===== src/rtl/led_status_ctrl_pkg.sv =====
// -----------------------------------------------------------------------------
// led_status_pkg
//  Shared definitions for the front-panel LED driver.
//  - state_t : FSM state encoding (S_IDLE .. S_OVER)
//  - onehot  : one-hot LED pattern for a direction index, zero when the
//              index is out of range
// -----------------------------------------------------------------------------
package led_status_pkg;

   // Widest LED bank the onehot helper can describe; callers cast the
   // result down to their own NUM_LEDS width.
   localparam int unsigned MAX_LEDS = 32;

   typedef enum logic [2:0] {
      S_IDLE  = 3'd0,
      S_SHOW  = 3'd1,
      S_HOLD  = 3'd2,
      S_CHASE = 3'd3,
      S_BLINK = 3'd4,
      S_OVER  = 3'd5
   } state_t;

   function automatic logic [MAX_LEDS-1:0] onehot(input int unsigned idx,
                                                  input int unsigned n);
      logic [MAX_LEDS-1:0] v;
      v = '0;
      if (idx < n && idx < MAX_LEDS)
         v = {{(MAX_LEDS-1){1'b0}}, 1'b1} << idx;
      return v;
   endfunction

endpackage


===== src/rtl/led_status_ctrl_cycle_timer.sv =====
// -----------------------------------------------------------------------------
// cycle_timer
//  Loadable down-counter that saturates at zero.
//  Ports:
//   clk, rst : clock, synchronous active-high reset (count -> 0)
//   load     : capture value (has priority over dec)
//   value    : reload value
//   dec      : decrement by one when the count is non-zero
//   done     : count is zero
// -----------------------------------------------------------------------------
module cycle_timer #(
   parameter int W = 8
) (
   input  logic         clk,
   input  logic         rst,
   input  logic         load,
   input  logic [W-1:0] value,
   input  logic         dec,
   output logic         done
);

   logic [W-1:0] count_reg;

   always_ff @(posedge clk) begin
      if (rst)
         count_reg <= '0;
      else if (load)
         count_reg <= value;
      else if (dec && count_reg != '0)
         count_reg <= count_reg - W'(1);
   end

   assign done = (count_reg == '0);

endmodule


===== src/rtl/led_status_ctrl.sv =====
// -----------------------------------------------------------------------------
// led_status_ctrl
//  Front-panel LED driver: one-hot direction display with release stretch,
//  level-up chase animation, and game-over blink followed by steady all-on.
//  Ports:
//   clk       : system clock
//   rst       : synchronous active-high reset
//   num       : direction index of the current press
//   pressed   : a direction button is held
//   game_over : game-over flag (level)
//   level_up  : one-cycle pulse when a level is cleared
//   leds      : registered LED drive
//   busy      : high while the chase or blink animation runs
// -----------------------------------------------------------------------------
module led_status_ctrl
   import led_status_pkg::*;
#(
   parameter int unsigned NUM_LEDS     = 4,
   parameter int unsigned HOLD_CYCLES  = 5_000_000,
   parameter int unsigned STEP_CYCLES  = 12_500_000,
   parameter int unsigned BLINK_CYCLES = 25_000_000,
   parameter int unsigned BLINK_COUNT  = 3,
   localparam int IDX_W = (NUM_LEDS > 1) ? $clog2(NUM_LEDS) : 1
) (
   input  logic                clk,
   input  logic                rst,
   input  logic [IDX_W-1:0]    num,
   input  logic                pressed,
   input  logic                game_over,
   input  logic                level_up,
   output logic [NUM_LEDS-1:0] leds,
   output logic                busy
);

   localparam int unsigned MAX_HS  = (HOLD_CYCLES > STEP_CYCLES) ? HOLD_CYCLES : STEP_CYCLES;
   localparam int unsigned MAX_CYC = (MAX_HS > BLINK_CYCLES) ? MAX_HS : BLINK_CYCLES;
   localparam int TMR_W = $clog2(MAX_CYC) + 1;
   localparam int CNT_W = $clog2(2 * BLINK_COUNT + 1);

   localparam logic [TMR_W-1:0] HOLD_LOAD  = TMR_W'(HOLD_CYCLES - 1);
   localparam logic [TMR_W-1:0] STEP_LOAD  = TMR_W'(STEP_CYCLES - 1);
   localparam logic [TMR_W-1:0] BLINK_LOAD = TMR_W'(BLINK_CYCLES - 1);
   localparam logic [CNT_W-1:0] LAST_HALF  = CNT_W'(2 * BLINK_COUNT - 1);

   state_t              state_reg, state_next;
   logic [NUM_LEDS-1:0] leds_reg, leds_next;
   logic                busy_reg, busy_next;
   logic [CNT_W-1:0]    half_reg, half_next;

   logic                tmr_load, tmr_dec, tmr_done;
   logic [TMR_W-1:0]    tmr_value;

   logic                num_ok, press_ok;
   logic [NUM_LEDS-1:0] lit;

   // An out-of-range index is treated exactly like no press at all.
   assign num_ok   = (32'(num) < NUM_LEDS);
   assign press_ok = pressed && num_ok;
   assign lit      = NUM_LEDS'(onehot(32'(num), NUM_LEDS));

   // One timer is enough: hold, chase step and blink phases never overlap.
   cycle_timer #(.W(TMR_W)) u_timer (
      .clk   (clk),
      .rst   (rst),
      .load  (tmr_load),
      .value (tmr_value),
      .dec   (tmr_dec),
      .done  (tmr_done)
   );

   always_ff @(posedge clk) begin
      if (rst) begin
         state_reg <= S_IDLE;
         leds_reg  <= '0;
         busy_reg  <= 1'b0;
         half_reg  <= '0;
      end else begin
         state_reg <= state_next;
         leds_reg  <= leds_next;
         busy_reg  <= busy_next;
         half_reg  <= half_next;
      end
   end

   always_comb begin
      state_next = state_reg;
      leds_next  = leds_reg;
      half_next  = half_reg;
      tmr_load   = 1'b0;
      tmr_value  = '0;
      tmr_dec    = 1'b0;

      case (state_reg)
         S_IDLE, S_SHOW, S_HOLD, S_CHASE: begin
            if (game_over) begin
               state_next = S_BLINK;
               leds_next  = '1;
               half_next  = '0;
               tmr_load   = 1'b1;
               tmr_value  = BLINK_LOAD;
            end else if (state_reg == S_CHASE) begin
               // Chase ignores level_up and presses until the sweep ends.
               if (!tmr_done) begin
                  tmr_dec = 1'b1;
               end else if (leds_reg[NUM_LEDS-1]) begin
                  state_next = S_IDLE;
                  leds_next  = '0;
               end else begin
                  leds_next = leds_reg << 1;
                  tmr_load  = 1'b1;
                  tmr_value = STEP_LOAD;
               end
            end else if (level_up) begin
               state_next = S_CHASE;
               leds_next  = NUM_LEDS'(1);
               tmr_load   = 1'b1;
               tmr_value  = STEP_LOAD;
            end else if (press_ok) begin
               state_next = S_SHOW;
               leds_next  = lit;
            end else if (state_reg == S_SHOW) begin
               // Held with an out-of-range index keeps the last pattern.
               if (!pressed) begin
                  state_next = S_HOLD;
                  tmr_load   = 1'b1;
                  tmr_value  = HOLD_LOAD;
               end
            end else if (state_reg == S_HOLD) begin
               if (tmr_done) begin
                  state_next = S_IDLE;
                  leds_next  = '0;
               end else begin
                  tmr_dec = 1'b1;
               end
            end else begin
               leds_next = '0;
            end
         end

         S_BLINK: begin
            if (!game_over) begin
               state_next = S_IDLE;
               leds_next  = '0;
               half_next  = '0;
            end else if (!tmr_done) begin
               tmr_dec = 1'b1;
            end else if (half_reg == LAST_HALF) begin
               // Last half-period was dark; inverting lands on all-on.
               state_next = S_OVER;
               leds_next  = ~leds_reg;
               half_next  = '0;
            end else begin
               leds_next = ~leds_reg;
               half_next = half_reg + CNT_W'(1);
               tmr_load  = 1'b1;
               tmr_value = BLINK_LOAD;
            end
         end

         S_OVER: begin
            if (!game_over) begin
               state_next = S_IDLE;
               leds_next  = '0;
            end else begin
               leds_next = '1;
            end
         end

         default: begin
            state_next = S_IDLE;
            leds_next  = '0;
            half_next  = '0;
         end
      endcase

      busy_next = (state_next == S_CHASE) || (state_next == S_BLINK);
   end

   assign leds = leds_reg;
   assign busy = busy_reg;

endmodule


===== config.mk =====
export PLATFORM = sky130hd
export DESIGN_NAME = led_status_ctrl
export DESIGN_NICKNAME = d
export VERILOG_FILES = /design/src/rtl/led_status_ctrl_pkg.sv /design/src/rtl/led_status_ctrl_cycle_timer.sv /design/src/rtl/led_status_ctrl.sv
export SDC_FILE = /design/constraint.sdc
export NUM_CORES = 1
export LEC_CHECK = 0
export BUFFER_PORTS_ARGS = -buffer_cell sky130_fd_sc_hd__buf_2
export CAP_MARGIN = 0
export CORE_MARGIN = 2
export CORE_UTILIZATION = 45
export CTS_BUF_LIST = sky130_fd_sc_hd__clkbuf_4 sky130_fd_sc_hd__clkbuf_8
export DETAILED_ROUTE_END_ITERATION = 12
export PLACE_DENSITY = 0.58
export SKIP_CTS_REPAIR_TIMING = 1
export SLEW_MARGIN = 20
export SYNTH_ARGS = -nofsm -noshare
export SYNTH_HDL_FRONTEND = slang
export SYNTH_SLANG_ARGS = --single-unit

===== constraint.sdc =====
create_clock -name clk -period 2.9 [get_ports clk]
set_input_delay 0.29 -clock clk [delete_from_list [all_inputs] [get_ports clk]]
set_output_delay 0.29 -clock clk [all_outputs]
set_load 0.05 [all_outputs]

==> results.txt <==
status: completed
PortBufs: 11
Worst-path clk slew: 0.07 ns
antenna violations before repair: 0
TritonCTS clock tree: built
RePlAce Congestion: 0.835
Chip Height: 75.4 um
Synth warnings: 0
Mapped Avg Cell Area: 8.11 um2
drt initial violations: 166
Worst VDD drop: 0.248 mV
Hold Slack: 0.366 ns
count leader, synth: dfxtp_1
largest net degree at the start of global routing: 33
unrepaired setup endpoints after global routing: false
via/cell ratio: 5.94
syn_nets: 291
startpoint types: flop
Post-synth ARST share: 0%
via count: 2107
Die X-Extent: 75.4 um
Setup Viol. Count Final: 0
Detail Route Antenna Nets: 0
total die area: 5690 um2
skew final: 0.00840 ns
Final Hold Viols: 0
fin nets: 296
prevailing post-synth register cell: dfxtp_1
max FFs per register: 26
maximum level of the CTS H-tree: 2
setup TNS: 0 ns
worst-case reg-to-reg path depth: 6
Worst setup EP type: flop
Total GRT Usage: 21.7%
Antenna Cells: 0
initial core utilization: 47.7%
Detailed Route WL: 5.57 mm
Max Slew Vio Count: 0
register area share after synthesis: 32.3%
Least-Margin Pin Slew: 0.619 ns
FMAX: 371 MHz
routed len/inst: 15.7 um
Sw Ratio: 32.4%
Area Overhead vs Synth: 7.52%
Tcrit/Tclk final: 92.8%
dominant cell type by area after synthesis: dfxtp_1
share of layout cells above drive strength 1: 14.2%
Post-synth EDFFs: 0
Overall Power: 1.23 mW
Syn Inst Count: 283
worst path arrival time: 2.87 ns
Slew headroom: 58.7%
total clock sinks: 37
vias in the first global route: 1957
Inserted Clock Buffers: 5
Worst EP required: 3.08 ns
Psw: 399 uW
Core Box Area: 4820 um2
Synth Register Bits: 37
drt pass-1 iters: 4
clk buf depth: 2
Flop pwr share: 48.5%
hold-critical path depth: 2
Hold WC Path Type: input pin to flop
fillers: 511
Final HPWL DP: 3.94 mm
Power Dens Cells: 499 nW/um2
Clk pwr share: 30.0%
post-synthesis cell area: 2300 um2
first-pass GRT wire length: 9.60 mm
DRC: 0
Combinational Power Share: 21.5%
post-synth top area share: 32.3%
Period minus WS final: 2.69 ns
worst-path maximum fanout: 8
io pins: 12
CTS root buf: clkbuf_8
Row Count: 25
Distinct cells, synth: 58
total of max-cap violations: 0
overflow left after global routing: 0
P_int: 832 uW
P_leak: 0.857 nW
Worst-Skew Late Latency: 0.29 ns
Area contributors post-synth: dfxtp_1 (32%), a21oi_1 (7.2%), xor2_1 (5.0%)
top post-synthesis cells by count: dfxtp_1 (37), a21oi_1 (33), nor2_1 (18), nor3_1 (18), nand2_1 (16)
Setup CP Type: flop to flop
[cells by family after synthesis]
kind of cell               synth area share (%)
xor gates and xnor gates                   6.10
AOI/OAI and AO/OA                          23.2
adders and majority gates                 0.545
muxes                                     0.926
buffers and inverters                      5.83
DFF                                        32.3
and+or+nand+nor                            31.1
[power groups by stage]
stage	Combinational [mW]	Sequential, mW	Clock (mW)
floorplan	0.192	0.616	0
global placement	0.260	0.609	0
detailed placement	0.261	0.608	0
CTS	0.262	0.596	0.381
global route	0.296	0.605	0.397
finish	0.265	0.598	0.369
[path summary, 6_finish.rpt]
| check | start | to | slack [ns] |
|---|---|---|---|
| min | game_over | state_reg[2] | 0.37 |
| min reg2reg | leds[2] | leds[2] | 0.50 |
| max | u_timer.count_reg[9] | busy | 0.21 |
| max reg2reg | u_timer.count_reg[9] | busy | 0.21 |
[worst max-delay path, cell delays in order, from the launching register on]
cell and delay [ns]:
dfxtp_1 0.38, or4_4 0.60, nor4_4 0.49, nand2_1 0.27, o31ai_1 0.37, o21ai_0 0.18, mux2_2 0.29
[stage by stage]
step	instance area (um2)	utilization (%)	setup slack [ns]	instances
floorplan	2300	-	0.382	283
global placement	2370	49.2	0.224	348
detailed placement	2370	49.2	0.198	348
CTS	2460	51.1	0.164	355
global route	2470	51.2	0.0698	355
finish	2470	51.2	0.208	355
[cell type report]
type	count	area, um2	area share, %
clock buffer	6	82.6	3.35
clock inverter	1	7.51	0.304
inverter	8	30.0	1.22
multi-input combinational	220	1430	58.0
sequential	37	741	30.0
tap	67	83.8	3.40
timing repair buffer	16	92.6	3.75
[routing by layer]
metal	vias up	GRT usage [%]	wire length, um
li1	1066	-	-
met1	988	32.4	2910
met2	45	32.4	2410
met3	8	2.91	184
met4	0	6.82	72
met5	-	0	0
[cells in the final DEF, fill, tap and decap left out, drive strengths merged, types with 6 or more instances in the layout]
cell type,instances
dfxtp,37
buf,16
clkbuf,6
nor4,12
nand3,14
a21oi,33
a211oi,7
o31ai,6
nor3,19
nor2,18
or4,6
o21ai,12
inv,8
nand2,16
xor2,13
Note: power is estimated with default switching activity, not from simulation.
